[src/rtl/multiplicador_pkg.sv]
// Shared definitions for the sequential shift-and-add multiplier.
// Contents:
//   LARGURA_PADRAO    default operand width (the Adder instance is 16 bits)
//   LARGURA_PRODUTO   product width for the default operand width
//   estado_t          controller state encoding (IDLE, CALC, DONE)
//   largura_contador  width of the iteration counter for a given operand width
package multiplicador_pkg;

  localparam int unsigned LARGURA_PADRAO  = 16;
  localparam int unsigned LARGURA_PRODUTO = 2 * LARGURA_PADRAO;

  typedef enum logic [1:0] {
    IDLE = 2'b00,
    CALC = 2'b01,
    DONE = 2'b10
  } estado_t;

  // The counter runs 0..largura-1; keep it at least one bit wide.
  function automatic int unsigned largura_contador(input int unsigned largura);
    return (largura > 1) ? $clog2(largura) : 1;
  endfunction

endpackage

[src/rtl/shift_add_multiplier_if.sv]
// Operand/result bundle of the shift-and-add multiplier.
// Signals:
//   Start          request, sampled by the multiplier only while idle
//   Multiplicando  operand M, captured when Start is accepted
//   Multiplicador  operand Q, captured when Start is accepted
//   Produto        registered 2*LARGURA-bit product, holds the last result
//   Pronto         one-cycle strobe, Produto has just been updated
//   Ocupado        high while an operation is running or completing
// Modports:
//   master  requester side (drives Start and operands)
//   slave   multiplier side (drives Produto, Pronto, Ocupado)
interface shift_add_multiplier_if
  import multiplicador_pkg::*;
#(
  parameter int unsigned LARGURA = LARGURA_PADRAO
) ();

  logic                   Start;
  logic [LARGURA-1:0]     Multiplicando;
  logic [LARGURA-1:0]     Multiplicador;
  logic [2*LARGURA-1:0]   Produto;
  logic                   Pronto;
  logic                   Ocupado;

  modport master (
    output Start,
    output Multiplicando,
    output Multiplicador,
    input  Produto,
    input  Pronto,
    input  Ocupado
  );

  modport slave (
    input  Start,
    input  Multiplicando,
    input  Multiplicador,
    output Produto,
    output Pronto,
    output Ocupado
  );

endinterface

[src/rtl/Adder.sv]
// 16-bit combinational adder used by the multiplier datapath.
// Ports:
//   OperandoA  16-bit addend
//   OperandoB  16-bit addend
//   Soma       17-bit sum, bit 16 is the carry out
module Adder (
  input  logic [15:0] OperandoA,
  input  logic [15:0] OperandoB,
  output logic [16:0] Soma
);

  assign Soma = {1'b0, OperandoA} + {1'b0, OperandoB};

endmodule

[src/rtl/shift_add_multiplier.sv]
// Sequential unsigned shift-and-add multiplier (LARGURA x LARGURA -> 2*LARGURA).
// One add/shift step per clock for LARGURA clocks, then the product is
// registered and announced with a one-cycle Pronto strobe.
// Ports:
//   Clk    rising-edge clock
//   Reset  synchronous, active-high; aborts any operation in progress
//   bus    slave side of shift_add_multiplier_if (Start, operands, Produto,
//          Pronto, Ocupado)
module shift_add_multiplier
  import multiplicador_pkg::*;
#(
  parameter int unsigned LARGURA = LARGURA_PADRAO
) (
  input  logic                     Clk,
  input  logic                     Reset,
  shift_add_multiplier_if.slave    bus
);

  localparam int unsigned   LC     = largura_contador(LARGURA);
  localparam logic [LC-1:0] ULTIMO = LC'(LARGURA - 1);

  estado_t estado;
  estado_t estado_prox;

  logic [LARGURA-1:0]   m;
  logic [LARGURA-1:0]   a;
  logic [LARGURA-1:0]   q;
  logic [LC-1:0]        contador;
  logic [2*LARGURA-1:0] produto;

  logic [LARGURA-1:0]   operando_b;
  logic [LARGURA:0]     soma;
  logic                 c;
  logic [LARGURA-1:0]   a_prox;
  logic [LARGURA-1:0]   q_prox;
  logic                 ultimo_passo;
  logic                 pronto;
  logic                 ocupado;

  // ---------------------------------------------------------------------------
  // Adder: A + (Q[0] ? M : 0), full LARGURA+1-bit result
  // ---------------------------------------------------------------------------
  assign operando_b = q[0] ? m : '0;

  generate
    if (LARGURA == 16) begin : g_adder
      Adder u_adder (
        .OperandoA (a),
        .OperandoB (operando_b),
        .Soma      (soma)
      );
    end else begin : g_soma_inline
      assign soma = {1'b0, a} + {1'b0, operando_b};
    end
  endgenerate

  // {C,A,Q} >> 1: the carry becomes the new MSB of A and the sum's LSB
  // moves into the top of Q, so the carry is never lost.
  assign c      = soma[LARGURA];
  assign a_prox = {c, soma[LARGURA-1:1]};
  assign q_prox = {soma[0], q[LARGURA-1:1]};

  assign ultimo_passo = (contador == ULTIMO);

  // ---------------------------------------------------------------------------
  // Controller: state register
  // ---------------------------------------------------------------------------
  always_ff @(posedge Clk) begin
    if (Reset) begin
      estado <= IDLE;
    end else begin
      estado <= estado_prox;
    end
  end

  // ---------------------------------------------------------------------------
  // Controller: next state and state-decoded outputs
  // ---------------------------------------------------------------------------
  always_comb begin
    estado_prox = estado;
    pronto      = 1'b0;
    ocupado     = 1'b0;
    unique case (estado)
      IDLE: begin
        if (bus.Start) begin
          estado_prox = CALC;
        end
      end
      CALC: begin
        ocupado = 1'b1;
        if (ultimo_passo) begin
          estado_prox = DONE;
        end
      end
      DONE: begin
        ocupado     = 1'b1;
        pronto      = 1'b1;
        estado_prox = IDLE;
      end
      default: begin
        estado_prox = IDLE;
      end
    endcase
  end

  // ---------------------------------------------------------------------------
  // Datapath registers
  // ---------------------------------------------------------------------------
  always_ff @(posedge Clk) begin
    if (Reset) begin
      m        <= '0;
      a        <= '0;
      q        <= '0;
      contador <= '0;
      produto  <= '0;
    end else begin
      unique case (estado)
        IDLE: begin
          if (bus.Start) begin
            m        <= bus.Multiplicando;
            q        <= bus.Multiplicador;
            a        <= '0;
            contador <= '0;
          end
        end
        CALC: begin
          a        <= a_prox;
          q        <= q_prox;
          contador <= contador + LC'(1);
          // Produto only changes here, so it holds across later Starts.
          if (ultimo_passo) begin
            produto <= {a_prox, q_prox};
          end
        end
        default: begin
        end
      endcase
    end
  end

  assign bus.Produto = produto;
  assign bus.Pronto  = pronto;
  assign bus.Ocupado = ocupado;

endmodule

[src/flat_wrapper.sv]
// flat-port wrapper written by rule: the top's interface ports become plain ports
module shift_add_multiplier_flat import multiplicador_pkg::*;
#(
  parameter int unsigned LARGURA = LARGURA_PADRAO
)
  (Clk, Reset, bus_Start, bus_Multiplicando, bus_Multiplicador, bus_Produto, bus_Pronto, bus_Ocupado);
  shift_add_multiplier_if #(.LARGURA(LARGURA)) bus_i ();
  input  logic Clk;
  input  logic Reset;
  input wire logic [$bits(bus_i.Start)-1:0] bus_Start;
  input wire logic [$bits(bus_i.Multiplicando)-1:0] bus_Multiplicando;
  input wire logic [$bits(bus_i.Multiplicador)-1:0] bus_Multiplicador;
  output wire logic [$bits(bus_i.Produto)-1:0] bus_Produto;
  output wire logic [$bits(bus_i.Pronto)-1:0] bus_Pronto;
  output wire logic [$bits(bus_i.Ocupado)-1:0] bus_Ocupado;
  assign bus_i.Start = bus_Start;
  assign bus_i.Multiplicando = bus_Multiplicando;
  assign bus_i.Multiplicador = bus_Multiplicador;
  assign bus_Produto = bus_i.Produto;
  assign bus_Pronto = bus_i.Pronto;
  assign bus_Ocupado = bus_i.Ocupado;
  shift_add_multiplier #(.LARGURA(LARGURA)) u_core (.Clk(Clk), .Reset(Reset), .bus(bus_i));
endmodule
[config.mk]
export PLATFORM = sky130hd
export DESIGN_NAME = shift_add_multiplier_flat
export DESIGN_NICKNAME = d
export VERILOG_FILES = /design/src/rtl/multiplicador_pkg.sv /design/src/rtl/shift_add_multiplier_if.sv /design/src/rtl/Adder.sv /design/src/rtl/shift_add_multiplier.sv /design/src/flat_wrapper.sv
export SDC_FILE = /design/constraint.sdc
export NUM_CORES = 1
export LEC_CHECK = 0
export BUFFER_PORTS_ARGS = -buffer_cell sky130_fd_sc_hd__buf_4
export CORE_ASPECT_RATIO = 1.2
export CORE_UTILIZATION = 40
export CTS_CLUSTER_SIZE = 20
export DETAILED_ROUTE_END_ITERATION = 10
export PLACE_DENSITY = 0.61
export SLEW_MARGIN = 20
export SYNTH_ARGS = -nofsm -noshare
export SYNTH_HDL_FRONTEND = slang
export SYNTH_SLANG_ARGS = --single-unit
[constraint.sdc]
create_clock -name Clk -period 2.65 [get_ports Clk]
set_input_delay 0.53 -clock Clk [delete_from_list [all_inputs] [get_ports Clk]]
set_output_delay 0.53 -clock Clk [all_outputs]
set_load 0.02 [all_outputs]
==> results by stage <==
Status:
- The flow ran to the end, and the final reports show no timing, DRC or antenna violations.

Setup path:
- The critical path goes through buf_4, and2_1, ha_1, a21o_1, a21o_1, a21o_1, o21ai_1, mux2_4, a311oi_2.
- The startpoint type of the worst setup path is a flop.
- Along the worst path, the maximum fanout reaches 13.
- At the worst endpoint, the arrival time is between 2 and 3 ns.
- The number of cells on the worst reg-to-reg path is 9.
- For this run, the slowest stage of the critical path takes 0.37 ns.
- The endpoint identified for the worst register-to-register timing path is u_core.bus.Produto[28].
- By startpoint and endpoint, the worst setup path is classified as reg2reg.
- The most frequent cell on the critical path is sky130_fd_sc_hd__a21o_1.
- The cell type group with the largest total delay on the critical path is compound AO/OA/AOI/OAI gates.
- Counting both buffers and inverters, the worst setup path holds a total of 1.
- The kind of capture point of the worst setup path is a flop.
- The master of the slowest instance on the critical path is sky130_fd_sc_hd__ha_1.
- The worst register-to-register path begins at u_core.q[0].
- For flop-to-flop paths, the worst setup slack is between 0.2 and 0.25 ns.
- The critical path data required time is 2.91 ns.

Final layout:
- The top cell types in the final layout, fill and taps aside, are 95 x sky130_fd_sc_hd__nand2_1, 86 x sky130_fd_sc_hd__dfxtp_1, 80 x sky130_fd_sc_hd__buf_4.
- The post-layout instance area is 5116 um^2.
- Once layout is complete, the utilization of the core stands at 50.61%.
- The share of final-layout standard cells stronger than drive strength 1 is 18.28%.
- The library cell used most frequently in the layout, excluding fill and tap cells, is sky130_fd_sc_hd__nand2_1.
- Fill cells in the final layout number roughly 1k.
- The layout overhead on the synthesized area is 22.32%.
- The post-layout net count is 622.
- The count of antenna diodes in the layout is 0.

Yosys:
- The cell count after synthesis is roughly 500.
- The number of warnings printed during yosys synthesis is 0.
- The synthesized flop and latch total is 86.
- The number of unique standard cell types used by synthesis is 47.
- The post-synth net total is 564.
- After synthesis, the mean cell area works out to between 8 and 9 um^2.
- Sequential elements use 41.16% of the synthesized area.
- Among all flip-flop cells after synthesis, the most frequent one is sky130_fd_sc_hd__dfxtp_1.
- Counting flops with a built-in enable in the synthesized netlist gives 0.
- The netlist area before placement is between 4000 and 5000 um^2.
- In the synthesized netlist the async set-or-reset flop fraction comes to 0%.

STA:
- The worst clock skew is 0.009856 ns.
- The final total negative setup slack is 0 ns.
- The slew of the pin with the lowest slew margin is 0.5373 ns.
- The final critical path takes up 91.92% of the cycle.
- Setup repair after global routing left no endpoint under its margin.
- The worst slew slack as a fraction of its limit is 64.18%.
- Setup violations remaining at the end of the flow were counted as 0.
- The count of pins over their slew limit is 0.
- The highest achievable clock rate is a little over 0.4 GHz.
- The number of hold violations in the final report was 0.
- The time the worst path needs with I/O delays and setup is 2.436 ns.

Global route:
- The number of global-route vias before repair was approximately 3.5k.
- The global-route wire length before repair is 16.49 mm.
- Global routing used 19.70% of the available tracks.
- Entering global routing, the biggest net connects around 40 pins.
- The initial antenna violation count was 0.
- The global route total overflow is 0.

Worst hold path:
- The worst min-delay path category is in2reg.
- The worst hold path begins at bus_Multiplicando[10].
- The path with the worst hold slack has its endpoint at u_core.m[10].
- The cell depth of the worst min-delay path is 3.

Clock tree:
- The hold-fix buffer count after cts is 0.
- The clock edge transition at the registers on the reported setup and hold paths is about 0.060 ns.
- Post-CTS repair changed the size of 0 cells.
- The number of clock buffers added by TritonCTS is 9.
- The setup fix buffers added after clock tree synthesis is 0.
- The number of sinks driven by the clock tree is 86.
- The cell chosen for the clock root is sky130_fd_sc_hd__clkbuf_16.
- The maximum clock insertion buffer count is 2.
- Clock latency on the worst-skew pair, taken at its later pin, is ~0.34 ns.
- The maximum level of the CTS H-tree is 3.
- TritonCTS built the clock tree.

Detailed routing:
- In the final routed layout, each cell accounts on average for 14.46 um.
- The detailed-route wire length is 10.05 mm.
- In the routed design, unresolved DRC markers number 0.
- The average via count per standard cell is around 5.4.
- The count of nets left with antenna violations once routing finished came out at 0.
- The via count is 3,721.
- The first-pass iteration count of the detailed router is 5.
- The iteration-0 DRC count of the detailed router is 124.

Floorplanning:
- The floorplan die area is 10,870 um^2.
- The core region is 10,110 um^2.
- In this run the core area contains 40 standard-cell rows.
- For this configuration, the core starts out at a cell density of 41.37%.
- For this design the top-level I/O count stands at 69.
- The die outline width is 95.35 um.
- In this run the vertical extent of the chip is 114.0 um.

Pwr:
- Power spread over the standard cell area amounts to between 500 and 600 nW/um^2.
- The total leakage power is 2.095 nW.
- The overall power of the completed layout is 0.002908 W.
- The peak supply drop is 274.1 uV.

Place:
- The detailed placement HPWL is approximately 7.3 mm.
- In this run the cell area measured after placement is 4815 um^2.
- The congestion estimate from routability-driven global placement came to 0.8698.
- Input and output buffers added on the ports amount to 68.

Job:
- The count of maximum capacitance violations is 0.
[routing by layer]
metal / global-route usage [%] / routed length, um / vias up / share of wire, %
met1: 24.15 / 4517 / 1736 / 45
met4: 9.394 / 302 / 0 / 3.0
met5: 0 / 0 / - / 0
met2: 32.71 / 4952 / 72 / 49
li1: - / - / 1892 / -
met3: 3.800 / 274 / 21 / 2.7
[worst max-delay path by stage]
stage | from | end | slack [ns] | cells past startpoint
floorplan | u_core.q[0] | u_core.bus.Produto[29] | 0.19 | 10
global placement | u_core.q[0] | u_core.bus.Produto[29] | 0.18 | 9
detailed placement | u_core.q[0] | u_core.a[9] | 0.10 | 9
CTS | u_core.q[0] | u_core.a[9] | 0.10 | 9
global route | u_core.q[0] | u_core.a[15] | 0.03 | 9
finish | u_core.q[0] | u_core.bus.Produto[28] | 0.21 | 9
[cells in the mapped netlist, types with 2 or more instances]
cell / count / area share (%)
sky130_fd_sc_hd__nand4_1: 6 / 0.90
sky130_fd_sc_hd__nor3_1: 8 / 0.96
sky130_fd_sc_hd__nor3b_1: 3 / 0.54
sky130_fd_sc_hd__inv_1: 8 / 0.72
sky130_fd_sc_hd__a22o_1: 3 / 0.63
sky130_fd_sc_hd__xor2_1: 3 / 0.63
sky130_fd_sc_hd__ha_1: 20 / 6.0
sky130_fd_sc_hd__nor4b_1: 3 / 0.63
sky130_fd_sc_hd__o21a_1: 3 / 0.54
sky130_fd_sc_hd__a21o_1: 7 / 1.3
sky130_fd_sc_hd__nand4b_1: 2 / 0.42
sky130_fd_sc_hd__nand2_1: 95 / 8.5
sky130_fd_sc_hd__and2_1: 19 / 2.8
sky130_fd_sc_hd__dfxtp_1: 86 / 41
sky130_fd_sc_hd__nor2_1: 43 / 3.9
sky130_fd_sc_hd__o211ai_1: 3 / 0.54
sky130_fd_sc_hd__xnor2_1: 9 / 1.9
sky130_fd_sc_hd__a211oi_1: 22 / 3.9
sky130_fd_sc_hd__a211oi_2: 2 / 0.60
sky130_fd_sc_hd__a21oi_1: 53 / 6.3
sky130_fd_sc_hd__o21ai_1: 5 / 0.60
sky130_fd_sc_hd__nand2b_1: 2 / 0.30
sky130_fd_sc_hd__buf_2: 7 / 0.84
sky130_fd_sc_hd__a31oi_1: 2 / 0.30
sky130_fd_sc_hd__nand3_1: 7 / 0.84
sky130_fd_sc_hd__o21bai_1: 2 / 0.36
sky130_fd_sc_hd__a211o_1: 4 / 0.84
sky130_fd_sc_hd__a22oi_1: 6 / 1.1
sky130_fd_sc_hd__buf_1: 2 / 0.18
sky130_fd_sc_hd__mux2i_1: 16 / 3.8
sky130_fd_sc_hd__clkbuf_1: 24 / 2.2
sky130_fd_sc_hd__or4_1: 2 / 0.36
sky130_fd_sc_hd__nand3b_1: 2 / 0.36
sky130_fd_sc_hd__o21ai_0: 16 / 1.9
[tightest hold or removal path: stages]
cell and delay [ns]:
sky130_fd_sc_hd__buf_4 0.11, sky130_fd_sc_hd__nand2_1 0.04, sky130_fd_sc_hd__a21oi_1 0.05
[state kept, by name, indices dropped and copies added (netlist names)]
signal / cells
u_core.bus.Produto: 32
u_core.m: 16
u_core.contador: 4
u_core.q: 16
u_core.a: 16
u_core.estado: 2
[power by group]
group / leakage, nW / switching, W / total [W] / internal [W]
clock network: 0.138 / 0.000490 / 0.00124 / 0.000747
logic: 1.26 / 0.000170 / 0.000296 / 0.000126
registers: 0.699 / 0.0000322 / 0.00137 / 0.00134
[stage by stage]
step | hold slack, ns | instances | worst slack, ns
after floorplan | 0.4297 | 508 | 0.1923
after global placement | 0.4430 | 681 | 0.1776
after detailed placement | 0.4429 | 681 | 0.1020
after CTS | 0.4325 | 695 | 0.1034
after global routing | 0.4420 | 695 | 0.03043
final | 0.4420 | 695 | 0.2142
[layout make-up]
cell class	count	area [um^2]	share of cell area, %
clock inverter	3	46.29	0.9049
timing repair buffer	80	600.6	11.74
inverter	8	30.03	0.5869
multi-input combinational	381	2317	45.29
sequential	86	1722	33.65
clock buffer	11	242.7	4.744
tap	126	157.7	3.081
[cell families after synthesis]
| family | count (synthesis) | share of synthesized area (%) |
|---|---|---|
| flip-flops | 86 | 41.16 |
| AND/OR/NAND/NOR | 196 | 21.12 |
| multiplexers | 17 | 4.188 |
| XOR/XNOR | 12 | 2.513 |
| adder cells (fa/ha/maj) | 21 | 6.461 |
| buffers and inverters | 41 | 3.889 |
| AO/OA/AOI/OAI | 135 | 20.67 |
(Power assumes the default switching activity.)
